## src/rtl/multi_channel_led_debugger.sv

```systemverilog
// Buffers CHANNELS debug streams in per-channel FIFOs and steps the selected channel onto the LEDs.
// Define LED_DEBUGGER_DROP_ON_FULL_EN to drop beats on a full FIFO and report them on overflow.
module multi_channel_led_debugger #(
  parameter int unsigned DATA_WIDTH           = 8,
  parameter int unsigned CHANNELS             = 4,
  parameter int unsigned CHANNEL_BITS         = 2,
  parameter int unsigned MAX_QUEUE_DEPTH_BITS = 4,
  parameter int unsigned AUTO_PERIOD          = 50000000
) (
  input  logic                           clock,
  input  logic                           reset,
  input  logic [CHANNELS*DATA_WIDTH-1:0] data_in,
  input  logic [CHANNELS-1:0]            valid_in,
  output logic [CHANNELS-1:0]            ready_in,
  input  logic [CHANNEL_BITS-1:0]        channel_select,
  input  logic                           display_next,
  input  logic                           auto_mode,
  output logic [CHANNELS-1:0]            pending,
  output logic [DATA_WIDTH-1:0]          leds
`ifdef LED_DEBUGGER_DROP_ON_FULL_EN
  ,
  output logic [CHANNELS-1:0]            overflow
`endif
);

  localparam int unsigned Depth = 1 << MAX_QUEUE_DEPTH_BITS;
  localparam int unsigned PtrW  = MAX_QUEUE_DEPTH_BITS;
  localparam int unsigned CntW  = $clog2(AUTO_PERIOD);

  typedef logic [DATA_WIDTH-1:0] data_t;

  logic [CHANNELS-1:0] full;
  logic [CHANNELS-1:0] push;
  logic [CHANNELS-1:0] pop;
  data_t               head [CHANNELS];
  data_t               sel_data;

  logic                display_next_q;
  logic [CntW-1:0]     auto_cnt_q, auto_cnt_d;
  logic                auto_wrap;
  logic                req;

  // Per-channel circular FIFO; capacity is exactly Depth entries.
  for (genvar g = 0; g < CHANNELS; g++) begin : gen_fifo
    data_t           mem_q [Depth];
    logic [PtrW-1:0] wr_ptr_q, rd_ptr_q;
    logic [PtrW:0]   count_q;

    assign full[g]    = (count_q == (PtrW+1)'(Depth));
    assign pending[g] = (count_q != '0);
    assign head[g]    = mem_q[rd_ptr_q];

    always_ff @(posedge clock) begin
      if (reset) begin
        wr_ptr_q <= '0;
        rd_ptr_q <= '0;
        count_q  <= '0;
      end else begin
        if (push[g]) begin
          wr_ptr_q <= wr_ptr_q + 1'b1;
        end
        if (pop[g]) begin
          rd_ptr_q <= rd_ptr_q + 1'b1;
        end
        if (push[g] && !pop[g]) begin
          count_q <= count_q + 1'b1;
        end else if (!push[g] && pop[g]) begin
          count_q <= count_q - 1'b1;
        end
      end
    end

    always_ff @(posedge clock) begin
      if (push[g]) begin
        mem_q[wr_ptr_q] <= data_in[g*DATA_WIDTH +: DATA_WIDTH];
      end
    end
  end

  // A full FIFO never accepts, even when it is popped in the same cycle.
  assign push = valid_in & ~full;

`ifdef LED_DEBUGGER_DROP_ON_FULL_EN
  assign ready_in = '1;

  always_ff @(posedge clock) begin
    if (reset) begin
      overflow <= '0;
    end else begin
      overflow <= overflow | (valid_in & full);
    end
  end
`else
  assign ready_in = ~full;
`endif

  assign auto_wrap = (auto_cnt_q == CntW'(AUTO_PERIOD - 1));

  always_comb begin
    auto_cnt_d = '0;
    if (auto_mode && !auto_wrap) begin
      auto_cnt_d = auto_cnt_q + 1'b1;
    end
  end

  always_ff @(posedge clock) begin
    if (reset) begin
      display_next_q <= 1'b0;
      auto_cnt_q     <= '0;
    end else begin
      display_next_q <= display_next;
      auto_cnt_q     <= auto_cnt_d;
    end
  end

  // Button edges are ignored while timed stepping is active.
  assign req = auto_mode ? auto_wrap : (display_next & ~display_next_q);

  // Out-of-range selects match no channel, so they pop nothing.
  always_comb begin
    pop      = '0;
    sel_data = '0;
    for (int unsigned i = 0; i < CHANNELS; i++) begin
      if (req && (channel_select == CHANNEL_BITS'(i)) && pending[i]) begin
        pop[i]   = 1'b1;
        sel_data = head[i];
      end
    end
  end

  always_ff @(posedge clock) begin
    if (reset) begin
      leds <= '0;
    end else if (|pop) begin
      leds <= sel_data;
    end
  end

endmodule

```

## config.mk

```make
export PLATFORM = sky130hd
export DESIGN_NAME = multi_channel_led_debugger
export DESIGN_NICKNAME = d
export VERILOG_FILES = /design/src/rtl/multi_channel_led_debugger.sv
export SDC_FILE = /design/constraint.sdc
export NUM_CORES = 1
export LEC_CHECK = 0
export ABC_AREA = 0
export ABC_CLOCK_PERIOD_IN_PS = 3100
export BUFFER_PORTS_ARGS = -buffer_cell sky130_fd_sc_hd__buf_4
export CAP_MARGIN = 40
export CORE_MARGIN = 2
export CORE_UTILIZATION = 56
export CTS_BUF_LIST = sky130_fd_sc_hd__clkbuf_4
export CTS_CLUSTER_SIZE = 8
export DETAILED_ROUTE_END_ITERATION = 7
export MAX_ROUTING_LAYER = met4
export PLACE_DENSITY_LB_ADDON = 0.1
export SYNTH_ARGS = -nofsm -noshare
export SYNTH_HDL_FRONTEND = slang
export SYNTH_SLANG_ARGS = --single-unit
export TNS_END_PERCENT = 30
```

## constraint.sdc

```tcl
create_clock -name clock -period 3.1 [get_ports clock]
set_input_delay 0.465 -clock clock [delete_from_list [all_inputs] [get_ports clock]]
set_output_delay 0.465 -clock clock [all_outputs]
set_load 0.1 [all_outputs]
```

==> results of run 1 <==
## critical path: stages (launching register included)
cell	delay, ns
dfxtp_2	0.32
or4_4	0.54
nor4_4	0.28
a21oi_4	0.18
nor2_4	0.15
inv_2	0.07
ha_4	0.18
inv_4	0.06
ha_4	0.19
nor2b_1	0.12
o21a_1	0.19
or3_4	0.38
a21oi_2	0.13
xnor2_1	0.12
nor2_1	0.06
## worst max path at each step
stage / to / slack, ns
floorplan: gen_fifo[2].count_q[4] / -0.05
global placement: gen_fifo[3].count_q[4] / 0.03
detailed placement: gen_fifo[3].count_q[4] / -0.02
CTS: gen_fifo[3].count_q[4] / 0.02
global route: gen_fifo[3].count_q[4] / -0.20
finish: gen_fifo[3].count_q[4] / -0.05
## power breakdown
group          switching (mW)  leakage [nW]  total [mW]  internal (mW)
clock network            3.09          1.17        6.60           3.51
registers               0.277          5.46        9.59           9.31
logic                    1.89          3.02        3.10           1.21
## layer usage
metal | vias to the layer above | wire length, um | GRT usage
li1 | 6266 | - | -
met1 | 6744 | 21900 | 0.315
met2 | 370 | 24300 | 0.366
met3 | 74 | 2870 | 0.0620
met4 | 0 | 1200 | 0.0982
met5 | - | 0 | -
## flip-flops by register name (all words and copies together) (netlist names), named ones only
| register | count |
|---|---|
| gen_fifo.mem_q | 512 |
| gen_fifo.rd_ptr_q | 16 |
| display_next_q | 1 |
| leds | 8 |
| auto_cnt_q | 26 |
| gen_fifo.wr_ptr_q | 16 |
| gen_fifo.count_q | 20 |
## cells in the final DEF, fill, tap and decap left out, types with 11 or more instances in the layout
cell,netlist,final
a21oi_1,37,34
a22o_1,43,43
buf_4,3,148
clkbuf_4,0,234
clkinv_1,0,29
dfxtp_1,103,97
dlygate4sd3_1,0,36
edfxtp_1,512,512
ha_1,39,34
inv_1,31,27
mux4_2,135,135
nand2_1,43,38
nand3_1,14,14
nor2_1,174,172
nor3_1,43,43
o21ai_0,14,14
or3_1,12,11
xnor2_1,32,32
xor2_1,26,26
## final cells by class
class | instances | share of cell area
clock buffer | 234 | 0.0612
tap | 585 | 0.0255
inverter | 32 | 0.00427
sequential | 615 | 0.608
multi-input combinational | 717 | 0.239
antenna | 5 | 0.000436
timing repair buffer | 190 | 0.0555
clock inverter | 38 | 0.00602
## cells by family (layout without fill, tap and decap cells)
kind of cell | Yosys count | in the layout | synth area share
DFF | 615 | 615 | 0.710
and+or+nand+nor | 358 | 358 | 0.0682
muxes | 138 | 138 | 0.125
AOI/OAI and AO/OA | 120 | 120 | 0.0350
buffers and inverters | 106 | 494 | 0.0177
xor gates and xnor gates | 58 | 58 | 0.0207
adders and majority gates | 43 | 43 | 0.0231
other | 0 | 5 | 0
## what timing repair did
item | in CTS | in global routing
setup endpoints to repair | 2 | 4
gates resized for setup | 2 | 11
hold buffers | 37 | 0
buffers inserted | 1 | 3
endpoints found under the hold margin | 552 | 0
pin swaps | 1 | 9
## metrics by stage
| stage | cells | cell area [um^2] |
|---|---|---|
| floorplan | 1438 | 24700 |
| finish | 2416 | 28700 |
| CTS | 2408 | 28600 |
| global placement | 2096 | 26300 |
| detailed placement | 2098 | 26300 |
| global route | 2412 | 28700 |
==> impl_metrics.csv, run 1 <==
group,metric,value,unit
sta,max_clock_freq,317,MHz
finish,fin_nets,1798,
grt,grt_util_all_layers,0.241,
placement,pre_cts_slack,-0.0230,ns
hold_path,hold_class,"in2reg",
routing,routed_wl,50300,um
critical_path,r2r-end,"gen_fifo[3].count_q[4]",
finish,drive_above_1_share,0.316,
placement,portBuffers,57,
pwr,power.total,19.3,mW
floorplanning,coreArea,43200,um^2
pwr,p_per_area,672,nW/um^2
routing,viasPerCell,5.57,
job,drv_cap,0,
synth,netlist_top_cells_area,"edfxtp_1, mux4_2, dfxtp_1",
synth,syn_avg_cell_area,17.1,um^2
sta,tightest_slew,0.830,ns
finish,syn2layout_area_growth,16.9,%
routing,drcViolationCount,0,
finish,seqCellArea,17400,um^2
cts,cts_tree,"built",
routing,dr.first_iter.drc_count,990,
synth,synth.most_common_cell,"edfxtp_1",
routing,vias,13500,
critical_path,cp_max_fo,8,
grt,antenna_found_initial,1,
sta,fin_hold_ws,0.110,ns
cts,clk_pin_slew_worst_paths,0.07,ns
routing,routedWlPerCell,20.8,um
finish,fillers,3112,
floorplanning,start_util,0.569,
sta,finClkSkew,0.0312,ns
routing,dr.pass1.iters,5,
synth,ys_types,51,
cts,cts.htree.levels,4,
hold_path,whs_path_depth,5,
cts,cts_sinks,615,
synth,yosysTopAreaCell,"edfxtp_1",
floorplanning,die_h,213,um
grt,grt_pass1_wl,77600,um
placement,gp_congestion,0.869,
sta,min_period_over_period,1.02,
cts,worstSkewPairLatency,0.97,ns
run_status,violations,"setup timing",
sta,setup_violations,1,
synth,ys_ff_latch,615,
cts,cts_buffer_depth,3,
hold_path,hold_end,"gen_fifo[3].rd_ptr_q[2]",
sta,hold_violations,0,
synth,synth_top_area_frac,0.626,
sta,min_period,3.15,ns
sta,slew_violations,0,
sta,worst_slack,-0.0544,ns
routing,ant_nets,0,
floorplanning,die_area,45500,um^2
grt,grt_start_max_net_pins,38,
critical_path,startpoint,"auto_cnt_q[16]",
synth,yosysWarnings,0,
synth,synthesis.instances,1438,
finish,multi_input_area,6860,um^2
floorplanning,ioPinCount,58,
synth,async_flop_share,0,
synth,syn_nets,1523,
grt,grt_overflow,0,
critical_path,critPathCaptureType,"flip-flop",
finish,post-route-util,0.665,
critical_path,regToRegStartpoint,"auto_cnt_q[16]",
placement,hpwl,32200,um
sta,rsz0062_at_grt,"yes",
sta,slew_headroom,0.447,
floorplanning,die_w,213,um
pwr,vdd_drop_max,0.512,mV
synth,synth_common_cells,"edfxtp_1, nor2_1, mux4_2",
cts,root_buffer,"clkbuf_4",
critical_path,r2r_slack,-0.05,ns
pwr,p_leak,9.65,nW
critical_path,cp.arrival,3.97,ns
critical_path,rr_worst_depth,14,
synth,ys.flop_type,"edfxtp_1",
sta,setup_tns,-0.0544,ns
cts,cts_buffers,157,
synth,ys_seq_area_frac,0.710,
synth,synth_area,24600,um^2
synth,synth_edf_count,512,
floorplanning,rows,76,
grt,grt_pass1_vias,13900,
critical_path,crit_required,3.92,ns
run_status,outcome,"finished, violations left",
critical_path,crit_type,"reg2reg",
hold_path,hp-start,"channel_select[0]",
critical_path,cp-start-kind,"flip-flop",
Note: power is estimated with default switching activity, not from simulation.
==> inputs of run 2 (changes only) <==
--- a/config.mk
+++ b/config.mk
@@ -6,7 +6,7 @@
 export NUM_CORES = 1
 export LEC_CHECK = 0
 export ABC_AREA = 0
-export ABC_CLOCK_PERIOD_IN_PS = 3100
+export ABC_CLOCK_PERIOD_IN_PS = 2950
 export BUFFER_PORTS_ARGS = -buffer_cell sky130_fd_sc_hd__buf_4
 export CAP_MARGIN = 40
 export CORE_MARGIN = 2
==> constraint.sdc (replaced) <==
create_clock -name clock -period 2.95 [get_ports clock]
set_input_delay 0.4425 -clock clock [delete_from_list [all_inputs] [get_ports clock]]
set_output_delay 0.4425 -clock clock [all_outputs]
set_load 0.1 [all_outputs]
==> run 2 against run 1 <==
  * The flow still finishes with violations (setup timing)
  * Maximum frequency rose by 3.0%
  * Worst hold slack gained 0.060 ns
  * Critical endpoint is now gen_fifo[1].count_q[4]
  * Sequential share of layout area fell by 0.81 points
  * Clock power rose by 5.9%
  * Cell area grew 1.3%
  * Combinational power is 8.7% higher
  * First-iteration DRC count rose by 13%
  * Final cell count grew 1.4%
  * Sequential cell count stayed put
  * Worst setup slack worse by 0.057 ns
  * Critical path depth rose by 1
  * Clock skew up 0.0034 ns
==> impl_metrics.csv, run 2 (synthesized netlist as in run 1, its figures left out) <==
group,metric,value,unit
finish,top_regs,"gen_fifo.mem_q (512), auto_cnt_q (26), gen_fifo.count_q (20)",
sta,worst_slack,-0.111,ns
grt,grt_pass1_vias,13900,
critical_path,crit_type,"reg2reg",
routing,dr.first_iter.drc_count,1121,
cts,root_buffer,"clkbuf_4",
hold_path,hold_class,"in2reg",
cts,clk_pin_slew_worst_paths,0.06,ns
routing,drcViolationCount,0,
floorplanning,die_w,213,um
cts,cts.htree.levels,4,
critical_path,cp-start-kind,"flip-flop",
placement,pre_cts_slack,-0.0814,ns
finish,layout_common_cells,"edfxtp_1, clkbuf_4, buf_4",
placement,place_area,26700,um^2
finish,syn2layout_area_growth,18.5,%
run_status,violations,"setup timing",
critical_path,cp_common_cell,"ha_4",
finish,largest_register_ffs,512,
routing,routedWlPerCell,20.7,um
sta,slew_headroom,0.447,
pwr,power.total,20.4,mW
critical_path,cp_max_fo,6,
finish,regMostFlops,"gen_fifo.mem_q",
floorplanning,die_area,45500,um^2
sta,slew_violations,0,
grt,grt_util_all_layers,0.244,
grt,grt_start_max_net_pins,58,
sta,tightest_slew,0.829,ns
critical_path,critPathCaptureType,"flip-flop",
critical_path,crit_path_top_delay_cell,"or4_4",
sta,min_period_over_period,1.04,
floorplanning,ioPinCount,58,
grt,antenna_found_initial,2,
critical_path,slowest_delay,0.55,ns
hold_path,hp-start,"valid_in[3]",
floorplanning,rows,76,
placement,gp_congestion,0.800,
floorplanning,coreArea,43200,um^2
pwr,vdd_drop_max,0.516,mV
routing,dr.pass1.iters,5,
finish,stdcell_area,29100,um^2
cts,cts_buffers,156,
run_status,outcome,"finished, violations left",
routing,ant_nets,0,
pwr,p_leak,9.87,nW
finish,fillers,3056,
critical_path,regToRegStartpoint,"auto_cnt_q[24]",
floorplanning,start_util,0.569,
sta,min_period,3.06,ns
finish,mostFrequentLayoutCell,"edfxtp_1",
cts,worstSkewPairLatency,0.96,ns
grt,grt_overflow,0,
job,drv_cap,0,
finish,stdcell_count,2451,
critical_path,cp_cell_sequence,"or4_4, nor4_4, a21oi_4, buf_4, nor2_4, inv_2, ha_4, inv_4, ha_4, nor2b_1, o21a_1, or3_1, a21oi_2, xnor2_1, nor2_1",
sta,setup_violations,3,
floorplanning,die_h,213,um
cts,cts_buffer_depth,3,
placement,hpwl,32300,um
sta,rsz0062_at_grt,"yes",
sta,max_clock_freq,327,MHz
pwr,p_per_area,702,nW/um^2
placement,portBuffers,57,
finish,post-route-util,0.674,
cts,cts_tree,"built",
finish,drive_above_1_share,0.336,
routing,vias,13600,
placement,placed_cells,2137,
critical_path,startpoint,"auto_cnt_q[24]",
critical_path,crit_required,3.77,ns
finish,fin_nets,1836,
critical_path,cp.arrival,3.88,ns
grt,grt_pass1_wl,78300,um
routing,routed_wl,50700,um
routing,viasPerCell,5.55,
sta,finClkSkew,0.0347,ns
sta,hold_violations,0,
cts,cts_sinks,615,
-- run 2: critical path, delay by kind of cell (launching register included) --
family	cells	cell delay, ns
simple gates	6	1.36
compound gates	3	0.47
fa+ha+maj	2	0.36
flops	1	0.31
buf+inv	3	0.30
xor+xnor	1	0.13
-- run 2: final timing paths --
kind	cells after the start	slack, ns	endpoint
setup / recovery	15	-0.11	gen_fifo[1].count_q[4]
hold / removal	5	0.17	gen_fifo[3].wr_ptr_q[0]
setup reg to reg	15	-0.11	gen_fifo[1].count_q[4]
hold reg to reg	2	0.49	gen_fifo[3].rd_ptr_q[3]
-- run 2: cell type report --
class / instances / area (um^2) / area share
antenna: 3 / 7.51 / 0.000258
clock buffer: 240 / 1800 / 0.0620
clock inverter: 30 / 141 / 0.00486
inverter: 32 / 125 / 0.00430
multi-input combinational: 717 / 6920 / 0.238
sequential: 615 / 17400 / 0.600
tap: 585 / 732 / 0.0252
timing repair buffer: 229 / 1910 / 0.0658
-- run 2: through the flow --
step / hold slack (ns) / setup TNS (ns)
floorplan: 0.413 / -0.192
global placement: 0.467 / 0
detailed placement: 0.483 / -0.196
CTS: 0.0512 / -0.114
global route: 0.130 / -0.784
finish: 0.170 / -0.140
-- run 2: where the power goes --
| group | internal, mW | switching, mW | total [mW] |
|---|---|---|---|
| clock network | 3.76 | 3.23 | 6.99 |
| logic | 1.36 | 2.01 | 3.37 |
| registers | 9.78 | 0.284 | 10.1 |
-- run 2: repair_timing --
item | CTS | global route
gates resized for setup | 3 | 7
hold buffers | 38 | 0
endpoints found under the hold margin | 526 | 0
pin swaps | 1 | 4
buffers inserted | 1 | 2
endpoints found under the setup margin | 5 | 6
-- run 2: layer usage --
layer  GRT usage  routed length, um
met5           -                  0
met1       0.327              22100
met4      0.0876                954
met3      0.0672               3250
met2       0.364              24300
